==> src/rtl/aes_rnd_sequencer.sv <==
// Sequencer for the masked AES-128 core and its PRNG: seeding and reseeding, encryption admission, randomness handshake.
// Optional feature: define AES_RESEED_LIMIT_EN to force a fresh seed every RESEED_PERIOD encryptions.
module aes_rnd_sequencer #(
    parameter int SEED_W        = 80,
    parameter int RESEED_PERIOD = 1024,
    parameter int CNT_W         = 16,
    parameter int MAX_RUN       = 64
) (
    input  logic              clk,
    input  logic              rst,
    input  logic [SEED_W-1:0] seed_in,
    input  logic              seed_valid,
    input  logic              enc_valid,
    output logic              enc_ready,
    output logic              core_valid_in,
    input  logic              core_ready,
    input  logic              core_cipher_valid,
    output logic [SEED_W-1:0] prng_seed,
    output logic              prng_start_reseed,
    output logic              prng_out_ready,
    input  logic              prng_out_valid,
    input  logic              prng_busy,
    output logic              seeded,
    output logic              need_seed,
    output logic [CNT_W-1:0]  enc_count,
    output logic              err_underflow,
    output logic              err_timeout
);

    localparam int RUN_W = $clog2(MAX_RUN + 1);

`ifdef AES_RESEED_LIMIT_EN
    localparam bit LIMIT_EN = 1'b1;
`else
    localparam bit LIMIT_EN = 1'b0;
`endif

    typedef enum logic [2:0] {
        S_UNSEEDED,
        S_RESEED,
        S_WAIT_PRNG,
        S_IDLE,
        S_RUN
    } state_t;

    state_t             r_state;
    state_t             w_next_state;
    logic [SEED_W-1:0]  r_prng_seed;
    logic [SEED_W-1:0]  r_pend_seed;
    logic               r_pend;
    logic               r_guard;
    logic               r_seeded;
    logic               r_err_underflow;
    logic               r_err_timeout;
    logic [CNT_W-1:0]   r_enc_count;
    logic [RUN_W-1:0]   r_run_cnt;

    logic [CNT_W-1:0]   w_count_inc;
    logic               w_limit_hit;
    logic               w_enc_ready;
    logic               w_handshake;
    logic               w_done;
    logic               w_prng_out_ready;
    logic               w_seed_direct;
    logic               w_take_pend;
    logic               w_set_pend;

    assign w_count_inc      = (r_enc_count == '1) ? r_enc_count : r_enc_count + CNT_W'(1);
    assign w_limit_hit      = LIMIT_EN && (w_count_inc >= CNT_W'(RESEED_PERIOD));
    assign w_handshake      = enc_valid & w_enc_ready;
    assign w_done           = (r_state == S_RUN) & core_cipher_valid;
    assign w_prng_out_ready = (r_state == S_RUN) | w_handshake;

    // NOTE: every signal driven here gets a default first, so no latch is inferred.
    always_comb begin
        w_next_state  = r_state;
        w_enc_ready   = 1'b0;
        w_seed_direct = 1'b0;
        w_take_pend   = 1'b0;
        w_set_pend    = 1'b0;
        case (r_state)
            S_UNSEEDED: begin
                if (seed_valid) begin
                    w_seed_direct = 1'b1;
                    w_next_state  = S_RESEED;
                end
            end
            S_RESEED: begin
                w_set_pend   = seed_valid;
                w_next_state = S_WAIT_PRNG;
            end
            S_WAIT_PRNG: begin
                w_set_pend = seed_valid;
                if (!r_guard && !prng_busy && prng_out_valid) begin
                    w_next_state = S_IDLE;
                end
            end
            S_IDLE: begin
                if (seed_valid) begin
                    w_seed_direct = 1'b1;
                    w_next_state  = S_RESEED;
                end else if (r_pend) begin
                    w_take_pend  = 1'b1;
                    w_next_state = S_RESEED;
                end else begin
                    w_enc_ready = core_ready & prng_out_valid;
                    if (enc_valid && w_enc_ready) begin
                        w_next_state = S_RUN;
                    end
                end
            end
            S_RUN: begin
                w_set_pend = seed_valid;
                if (core_cipher_valid) begin
                    if (!w_limit_hit) begin
                        w_next_state = S_IDLE;
                    end else if (r_pend) begin
                        w_take_pend  = 1'b1;
                        w_next_state = S_RESEED;
                    end else begin
                        w_next_state = S_UNSEEDED;
                    end
                end
            end
            default: w_next_state = S_UNSEEDED;
        endcase
    end

    // NOTE: state registers use non-blocking assignments so every register sees pre-edge values.
    always_ff @(posedge clk) begin
        if (rst) begin
            r_state         <= S_UNSEEDED;
            r_prng_seed     <= '0;
            r_pend          <= 1'b0;
            r_guard         <= 1'b0;
            r_seeded        <= 1'b0;
            r_err_underflow <= 1'b0;
            r_err_timeout   <= 1'b0;
            r_enc_count     <= '0;
            r_run_cnt       <= '0;
        end else begin
            r_state <= w_next_state;
            r_guard <= (r_state == S_RESEED);

            if (w_seed_direct) begin
                r_prng_seed <= seed_in;
            end else if (w_take_pend) begin
                r_prng_seed <= r_pend_seed;
            end

            // A request arriving while the pending one is consumed stays pending for the next reseed.
            if (w_set_pend) begin
                r_pend <= 1'b1;
            end else if (w_seed_direct || w_take_pend) begin
                r_pend <= 1'b0;
            end

            if (r_state == S_RESEED) begin
                r_enc_count <= '0;
            end else if (w_done) begin
                r_enc_count <= w_count_inc;
            end

            if (r_state == S_WAIT_PRNG && w_next_state == S_IDLE) begin
                r_seeded <= 1'b1;
            end else if (w_next_state == S_UNSEEDED) begin
                r_seeded <= 1'b0;
            end

            if (w_handshake) begin
                r_run_cnt <= RUN_W'(1);
            end else if (r_state == S_RUN && r_run_cnt != RUN_W'(MAX_RUN)) begin
                r_run_cnt <= r_run_cnt + RUN_W'(1);
            end

            if (w_prng_out_ready && !prng_out_valid) begin
                r_err_underflow <= 1'b1;
            end
            if (r_state == S_RUN && !core_cipher_valid && r_run_cnt == RUN_W'(MAX_RUN)) begin
                r_err_timeout <= 1'b1;
            end
        end
    end

    // NOTE: no reset on this data register; it is only read while r_pend is set, and r_pend is reset.
    always_ff @(posedge clk) begin
        if (w_set_pend) begin
            r_pend_seed <= seed_in;
        end
    end

    assign enc_ready         = w_enc_ready;
    assign core_valid_in     = w_handshake;
    assign prng_seed         = r_prng_seed;
    assign prng_start_reseed = (r_state == S_RESEED);
    assign prng_out_ready    = w_prng_out_ready;
    assign seeded            = r_seeded;
    assign need_seed         = (r_state == S_UNSEEDED);
    assign enc_count         = r_enc_count;
    assign err_underflow     = r_err_underflow;
    assign err_timeout       = r_err_timeout;

endmodule

==> config.mk <==
export PLATFORM = sky130hd
export DESIGN_NAME = aes_rnd_sequencer
export DESIGN_NICKNAME = d
export VERILOG_FILES = /design/src/rtl/aes_rnd_sequencer.sv
export SDC_FILE = /design/constraint.sdc
export NUM_CORES = 1
export LEC_CHECK = 0
export ABC_AREA = 1
export CORE_MARGIN = 3
export CORE_UTILIZATION = 40
export DETAILED_ROUTE_END_ITERATION = 10
export PLACE_DENSITY = 0.68
export REMOVE_ABC_BUFFERS = 1
export SKIP_CTS_REPAIR_TIMING = 1
export SLEW_MARGIN = 5
export SYNTH_ARGS = -nofsm -noshare
export SYNTH_HDL_FRONTEND = slang
export SYNTH_SLANG_ARGS = --single-unit
==> constraint.sdc <==
create_clock -name clk -period 3 [get_ports clk]
set_input_delay 0.3 -clock clk [delete_from_list [all_inputs] [get_ports clk]]
set_output_delay 0.3 -clock clk [all_outputs]
set_load 0.005 [all_outputs]
# Word-level counts from Yosys, hierarchy flattened
# Cells that the tools add are included.
word_totals:
  register_bits: 191
  output_inout_bits: 104
op_classes:
  addsub: 2
  n_eq_ne: 8
  n_mux: 24
  bitwise: 5
  reduce_logical: 24
op_table:
  columns: ["operator", "count"]
  rows:
  - ["2-to-1 mux 80 bit", 2]
  - ["2-to-1 mux 3 bit", 6]
  - ["adder 16 x 1 -> 16 bit (second input constant)", 1]
  - ["== test 16 bit (second input constant)", 1]
  - ["2-to-1 mux 1 bit", 15]
  - ["case mux 3 bit (5 select lines)", 1]
  - ["== test 3 x 2 -> 1 bit (second input constant)", 3]
  - ["logical AND 1 bit", 8]
  - ["nonzero test 2 bit", 4]
  - ["adder 7 x 1 -> 7 bit (second input constant)", 1]
  - ["== test 7 bit (second input constant)", 1]
  - ["!= test 7 bit (second input constant)", 1]
  - ["logical NOT 3 bit", 2]
  - ["OR reduction 2 bit", 3]
  - ["logical NOT 1 bit", 4]
  - ["AND 1 bit", 3]
  - ["== test 3 x 1 -> 1 bit (second input constant)", 1]
  - ["== test 3 bit (second input constant)", 1]
  - ["OR reduction 3 bit", 1]
  - ["AND reduction 2 bit", 1]
  - ["logical OR 1 bit", 1]
  - ["inverter 1 bit", 1]
  - ["bitwise OR 1 bit", 1]

# Depth between registers and ports, before layout
# Gate-level depths: netlist of run 1.
logic_depth:
  word_depth: 9
  mapped_depth: 9
  mapped_depth_nobuf: 9

# Worst setup path after synthesis of run 1
# OpenSTA, ideal clock, no wires.
synth_timing:
  path_kind: "flip-flop to flip-flop"
  from: "reg r_state[1]"
  to: "reg r_pend_seed[0], enable pin"
  setup_ns: 0.434
  t_arrival_ns: 2.329
  required_ns: 2.566
  slack_ns: 0.237
  stages_incl_launch_ff: 6
  cell_sequence: "dfxtp_1 -> nor2_1 -> nand2_1 -> inv_1 -> o21ai_0 -> inv_1"
synth_via:
  elab_chain_len: 3
synth_rtl:
  columns: ["element", "line", "rtl"]
  rows:
  - ["start, declared", "46", "state_t r_state;"]
  - ["start signal, assigned", "142", "r_state <= w_next_state;"]
  - ["== test 3 x 1 -> 1 bit (tied with other cells)", "81", "case (r_state)"]
  - ["OR reduction 3 bit (no source line) *", null, null]
  - ["2-to-1 mux 1 bit *", "81", null]
  - ["named net w_set_pend", "66", "logic w_set_pend;"]
  - ["end signal, assigned", "188", "r_pend_seed <= seed_in;"]
  - ["end, declared", "49", "logic [SEED_W-1:0] r_pend_seed;"]
# The timed path passes the listed nets; every way through them passes the cells marked *.
# A chain may end at the register's enable or synchronous reset.

# Worst setup path after layout of run 1
layout_timing:
  from: "reg r_state[0]"
  to: "out prng_out_ready"
layout_via:
  elab_chain_len: 4
layout_rtl:
  columns: ["element", "line", "rtl"]
  rows:
  - ["== test 3 x 2 -> 1 bit", "81", null]
  - ["2-to-1 mux 1 bit", "81", null]
  - ["AND 1 bit", "70", "assign w_handshake = enc_valid & w_enc_ready;"]
  - ["bitwise OR 1 bit *", "72", "assign w_prng_out_ready = (r_state == S_RUN) | w_handshake;"]
  - ["end, declared", "20", "output logic prng_out_ready,"]
# Mark *: on every way between the ends. The rest lies on a longest branch, timed or not.

==> metrics.md, run 1 <==
| Metric | Value |
|---|---|
| Vias per inst | ~5.3 |
| Final Hold Fails | 0 |
| Initial Utilization | 41.4% |
| Max FO, Critical Path | 5 |
| First-pass GRT wire length | 32,500 um |
| Via count | 6,489 |
| Final max-slew violation count | 0 |
| Iter 0 DRT Violations | approximately 530 |
| CTS Buffer Depth | 2 |
| HPWL Detailed | 13,200 um |
| Clock Skew | 0.0116 ns |
| Vias in the first global route | 6,229 |
| Die W | 143 um |
| CP dominant cell by count | nand2_1 |
| Fraction of layout cells with a size suffix above 1 | 5.68% |
| Antenna diode count | 0 |
| Yosys cell types | 29 |
| Status | completed |
| Worst path bufs/invs | 2 |
| CP peak stage delay | 0.50 ns |
| Worst-path clk slew | 0.07 ns |
| Register area share after synthesis | 61.2% |
| Unrepaired setup endpoints after global routing | false |
| Total Wirelength | 20,600 um |
| Rows | 49 |
| Max rail drop VDD | between 400 and 500 uV |
| Crit path capture type | output port |
| CTS Root Cell | clkbuf_16 |
| Mapped Area | 7560 um^2 |
| Hold path start | rst |
| Routability congestion estimate | around 0.88 |
| Number of buffers added on ports | 191 |
| Total grt overflow | 0 |
| Fmax | roughly 0.45 GHz |
| Antenna violations before repair | 0 |
| Worst setup startpoint | r_state[0] |
| Routed WL per cell | ~17 um |
| Remaining DRCs | 0 |
| Final setup fails | 0 |
| Worst skew pair latency | 0.43 ns |
| Largest net degree at the start of global routing | 82 |
| DRT Pass-1 Iters | 5 |
| Final ANT Viol Nets | 0 |
| CTS tree | built |
| Final TNS setup | 0 ns |
| Crit path time final | approximately 2.2 ns |
| Total CTS buffers | 17 |
| CP delay by family, top | buffers and inverters |
| Yosys warns | 0 |
| Cells after Synth | between 800 and 900 |
| Number of nets in the layout | 1,064 |
| Max-slew headroom | just under 60% |
| #FFs+latches synth | 191 |
| Leakage Power | 3.45 nW |
| Die area | between 20,000 and 25,000 um^2 |
| Total Routing Usage GR | 19.9% |
| Sequence of cells on the critical path | nand2_1, nor2_1, nand2_1, nor2_1, inv_1, nand2_1, clkdlybuf4s50_1 |
| CP required | 2.70 ns |
| Util after Layout | between 50 and 60% |
| Crit path kind | register to output port |
| Worst hold path class | primary input to register |
| Htree depth | 4 |
| Max Cap Violations | 0 |
| DP Worst Slack | 0.889 ns |
| R2R Path Start | r_state[1] |
| Power Dens Cells | ~580 nW/um^2 |
| Area growth syn-to-layout | 35.3% |
| Critical Path Source Type | register |
| Clk sinks | roughly 190 |
| Slowest CP cell | clkdlybuf4s50_1 |
| Die Ht | 143 um |
| Syn Area/Cell | approximately 9.4 um^2 |
| Worst slew pin tran | between 0.6 and 0.7 ns |
| Min setup slack post-route | 0.770 ns |
| Ports | 192 |
| Core area | 18,300 um^2 |
| Fillers | roughly 1,600 |
| Tcrit/Tclk final | 74.3% |
| WP data arrival | 1.93 ns |
state kept, by name (all words and copies together) (netlist names):
name           flops
prng_seed         80
r_pend_seed       80
enc_count         16
r_run_cnt          7
r_state            3
err_timeout        1
err_underflow      1
r_guard            1
r_pend             1
seeded             1
path summary, 6_finish.rpt:
kind	end	slack, ns	cells past startpoint
setup reg to reg	prng_seed[46]	0.89	7
hold / removal	r_run_cnt[0]	0.18	2
setup / recovery	prng_out_ready	0.77	7
hold reg to reg	r_run_cnt[6]	0.47	2
cells in the mapped netlist:
cell type,number,area [um^2]
nand3_1,172,861
nand2_1,169,634
dfxtp_1,111,2220
a31oi_1,81,507
edfxtp_1,80,2400
nor2_1,40,150
clkbuf_1,38,143
inv_1,32,120
a21oi_1,25,125
buf_2,14,70.1
o21ai_0,7,35.0
nand4_1,6,37.5
xor2_1,6,52.6
xnor2_1,4,35.0
ha_1,3,37.5
nor3_1,3,15.0
inv_2,2,7.51
a21oi_4,1,16.3
buf_1,1,3.75
buf_4,1,7.51
nand2_2,1,6.26
nand2_4,1,11.3
nand3_2,1,10.0
nand3b_1,1,7.51
nor2_2,1,6.26
nor2_4,1,11.3
nor3b_1,1,7.51
o211a_1,1,10.0
o21ai_2,1,8.76
report_power, final:
part | leakage (nW) | switching [mW] | total, mW | internal, mW
combinational | 1.53 | 0.420 | 0.779 | 0.359
clock | 0.277 | 1.04 | 2.18 | 1.14
sequential | 1.64 | 0.0713 | 2.95 | 2.88
total | 3.45 | 1.53 | 5.91 | 4.38
cell type report:
cell class / count / area (um^2) / area share (%)
Inverter: 34 / 129 / 1.26
Multi-Input combinational cell: 526 / 2580 / 25.3
Clock buffer: 19 / 453 / 4.43
Timing Repair Buffer: 203 / 2030 / 19.9
Tap cell: 229 / 287 / 2.80
Sequential cell: 191 / 4620 / 45.2
Clock inverter: 13 / 115 / 1.13
cell families (layout without fill, tap and decap cells):
group	after synthesis	after routing	share of synthesized area [%]
XOR/XNOR	10	10	1.16
AND/OR/NAND/NOR	397	397	23.3
flip-flops	191	191	61.2
adder cells (fa/ha/maj)	3	3	0.496
buffers and inverters	88	269	4.65
AO/OA/AOI/OAI	116	116	9.28
per-layer routing:
layer / up-vias / part of all wire (%) / GRT usage [%]
met5: - / 0 / 0
met4: 0 / 1.9 / 6.39
met3: 24 / 7.0 / 4.03
met2: 260 / 47 / 31.5
met1: 3033 / 44 / 27.6
li1: 3172 / - / -
cells in the final DEF (no fill, tap or decap), types with 4 or more instances in the layout:
master / synthesis / final
xnor2_1: 4 / 4
edfxtp_1: 80 / 80
clkbuf_16: 0 / 17
o21ai_0: 7 / 7
nor2_1: 40 / 40
clkdlybuf4s50_1: 0 / 189
inv_1: 32 / 31
xor2_1: 6 / 6
dfxtp_1: 111 / 111
buf_4: 1 / 11
nand4_1: 6 / 6
a21oi_1: 25 / 25
inv_6: 0 / 5
a31oi_1: 81 / 81
nand2_1: 169 / 169
nand3_1: 172 / 172
per-stage QoR:
step / hold slack [ns] / instances / power [mW] / cell area, um^2
after floorplan: 0.369 / 751 / 3.29 / 7340
after global placement: 0.453 / 1183 / 3.79 / 9660
after detailed placement: 0.460 / 1183 / 3.80 / 9660
after CTS: 0.168 / 1215 / 5.96 / 10200
after global routing: 0.170 / 1215 / 6.14 / 10200
final: 0.178 / 1215 / 5.91 / 10200
Note: power is estimated with default switching activity, not from simulation.
==> run 2: changes to the inputs <==
==> constraint.sdc (replaced) <==
create_clock -name clk -period 2.1 [get_ports clk]
set_input_delay 0.21 -clock clk [delete_from_list [all_inputs] [get_ports clk]]
set_output_delay 0.21 -clock clk [all_outputs]
set_load 0.005 [all_outputs]
==> run 2 against run 1 <==
Critical path depth down 3. Largest cell class unchanged. Worst setup slack lost 0.61 ns. Count of clock-buffer cells in the layout shrank 1. Sequential cell count unchanged.
==> metrics.md, run 2 (synthesis gave the netlist of run 1 again) <==
| Metric | Value |
|---|---|
| Number of buffers added on ports | 191 (unchanged) |
| HPWL Detailed | 13,400 um (+1.6%) |
| Clock Skew | 0.0113 ns (-0.000288 ns) |
| Total Wirelength | 20,800 um (+0.79%) |
| Worst path bufs/invs | 2 (unchanged) |
| Ports | 192 (unchanged) |
| Largest net degree at the start of global routing | 81 (-1.2%) |
| Crit path time final | 1.94 ns |
| Hold path start | rst |
| Pint | 6.84 mW (+56%) |
| Commonest non-fill, non-tap cell in the layout | clkdlybuf4s50_1 |
| WP data arrival | 1.73 ns (-0.20 ns) |
| Die Ht | 143 um (unchanged) |
| Hold WS | 0.0836 ns (-0.0940 ns) |
| Die W | 143 um (unchanged) |
| Antenna diode count | 0 (unchanged) |
| Fraction of layout cells with a size suffix above 1 | 6.36% (+0.68 points) |
| Worst slew pin tran | 0.809 ns (+0.178 ns) |
| Worst-path clk slew | 0.07 ns (about the same) |
| Hold path depth | 2 (unchanged) |
| DRT Pass-1 Iters | 5 (unchanged) |
| Max rail drop VDD | 573 uV (+40%) |
| Final TNS setup | 0 ns (unchanged) |
| Via count | 6,484 (-0.077%) |
| Final ANT Viol Nets | 0 (unchanged) |
| P_sw | 2.18 mW (+42%) |
| Clk sinks | 191 (unchanged) |
| CP peak stage delay | 0.53 ns (+0.03 ns) |
| Final max-slew violation count | 0 (unchanged) |
| Unrepaired setup endpoints after global routing | false |
| Crit path kind | register to output port |
| Cells after DPL | 1,187 (+0.34%) |
| Sw Share | 24.2% (-1.8 points) |
| Htree depth | 4 (unchanged) |
| Number of nets in the layout | 1,068 (+0.38%) |
| Gate power share | 12.8% (-0.4 points) |
| Hold endpoint | r_state[1] |
| Flop2flop setup slack | 0.26 ns (-0.63 ns) |
| Worst skew pair latency | 0.44 ns (about the same) |
| Fmax | approximately 0.52 GHz |
| Final Hold Fails | 0 (unchanged) |
| Sequence of cells on the critical path | nor2_1, nand2_1, inv_1, clkdlybuf4s50_1 |
| Reg2reg end | enc_count[10] |
| R2R Path Start | enc_count[0] |
| Flop pwr share | 46.8% (-3.2 points) |
| Cell count of the worst reg-to-reg path | 8 (+1) |
| Status | completed |
| Core area | 18,300 um^2 (unchanged) |
| Vias per inst | 5.32 (-0.40%) |
| Worst hold path class | primary input to register |
| CTS tree | built |
| Max FO, Critical Path | 5 (unchanged) |
| Antenna violations before repair | 0 (unchanged) |
| Area growth syn-to-layout | 38.0% |
| Remaining DRCs | 0 (unchanged) |
| Rows | 49 (unchanged) |
| Max Cap Violations | 0 (unchanged) |
| Final setup fails | 0 (unchanged) |
| Max-slew headroom | 46.0% (-12 points) |
| First-pass GRT wire length | 32,700 um (+0.83%) |
| Total Routing Usage GR | 20.0% (+0.13 points) |
| Critical Path Source Type | register |
| Post-Place Cell Area | 9750 um^2 (+0.96%) |
| Tcrit/Tclk final | approximately 90% |
| CTS Root Cell | clkbuf_16 |
| CP required | 1.89 ns (-0.81 ns) |
| Total grt overflow | 0 (unchanged) |
| Iter 0 DRT Violations | 382 (-28%) |
| Slowest CP cell | clkdlybuf4s50_1 |
| Post-Layout Cell Count | 1,219 (+0.33%) |
| Vias in the first global route | 6,252 (+0.37%) |
| Die area | 20,600 um^2 (unchanged) |
| Power Dens Cells | 865 nW/um^2 (+50%) |
| Routability congestion estimate | 0.848 (-3.6%) |
| Most frequent cells in the layout | 188 x clkdlybuf4s50_1, 172 x nand3_1, 169 x nand2_1 |
| Final Cell Area | 10,400 um^2 (+2.0%) |
| Leakage Power | 3.56 nW (+3.1%) |
| CP delay by family, top | buffers and inverters |
| CTS Buffer Depth | 2 (unchanged) |
| Crit path capture type | output port |
| Routed WL per cell | 17.1 um (+0.45%) |
| Power share of the clock group | 40.4% (+3.5 points) |
| Initial Utilization | 41.4% (unchanged) |
| Total CTS buffers | 17 (unchanged) |
-- run 2: cell count changes in the layout (fill, tap and decap cells not counted), sizes merged --
cell and delta:
buf +4, bufinv +5, clkbuf -1, clkdlybuf4s50 -1
clkinv -1, dlymetal6s2s +1, inv -3
-- run 2: worst max path at each step --
stage	start	endpoint	slack (ns)	depth (start not counted)
5_1_grt	enc_count[0]	enc_count[9]	0.08	8
2_1_floorplan	r_state[1]	r_pend_seed[0]	-0.65	5
4_1_cts	r_state[0]	prng_out_ready	-0.01	7
3_3_place_gp	prng_out_valid	prng_out_ready	0.25	6
3_5_place_dp	prng_out_valid	prng_out_ready	0.24	6
6_report	r_state[1]	need_seed	0.16	4
-- run 2: power groups by stage --
stage               clock (mW)  sequential [mW]  combinational (mW)
floorplan                    0             4.30               0.400
global placement             0             4.30                1.15
detailed placement           0             4.30                1.16
CTS                       3.72             4.22                1.17
global route              3.86             4.24                1.26
finish                    3.64             4.22                1.16
-- run 2: cell type report --
cell class | instances | area (um^2)
tap | 229 | 287
inverter | 34 | 129
fill | 1592 | 7840
clock inverter | 14 | 228
multi-input combinational | 526 | 2590
clock buffer | 18 | 439
timing repair buffer | 207 | 2130
sequential | 191 | 4630
-- run 2: layer usage --
metal	routed length, um	part of all wire, %	track usage [%]	up-vias
li1	-	-	-	3174
met1	9150	44	27.1	3058
met2	9690	47	31.1	225
met3	1430	6.9	5.56	27
met4	524	2.5	6.99	0
met5	0	0	0	-
-- run 2: metrics by stage --
| step | power (mW) | utilization [%] | setup WS, ns |
|---|---|---|---|
| after floorplan | 4.70 | - | -0.653 |
| after global placement | 5.45 | 53.4 | 0.250 |
| after detailed placement | 5.46 | 53.4 | 0.244 |
| after CTS | 9.11 | 57.0 | -0.0117 |
| after global routing | 9.36 | 57.1 | 0.0763 |
| final | 9.02 | 57.1 | 0.162 |
-- run 2: worst reg2reg max path, cell delays in order (launching register included) --
cell and delay (ns):
dfxtp_1 0.45, ha_1 0.26, inv_1 0.07, nor2_2 0.19, nand2_1 0.11, o21ai_2 0.26
buf_4 0.23, nand2_1 0.07, a21oi_1 0.14
==> run 3: changes to the inputs <==
--- a/config.mk
+++ b/config.mk
@@ -12,7 +12,7 @@
 export PLACE_DENSITY = 0.68
 export REMOVE_ABC_BUFFERS = 1
 export SKIP_CTS_REPAIR_TIMING = 1
-export SLEW_MARGIN = 5
+export SLEW_MARGIN = 20
 export SYNTH_ARGS = -nofsm -noshare
 export SYNTH_HDL_FRONTEND = slang
 export SYNTH_SLANG_ARGS = --single-unit
==> results of run 3 <==
No change in the layout: final DEF, timing and power equal those of run 2.
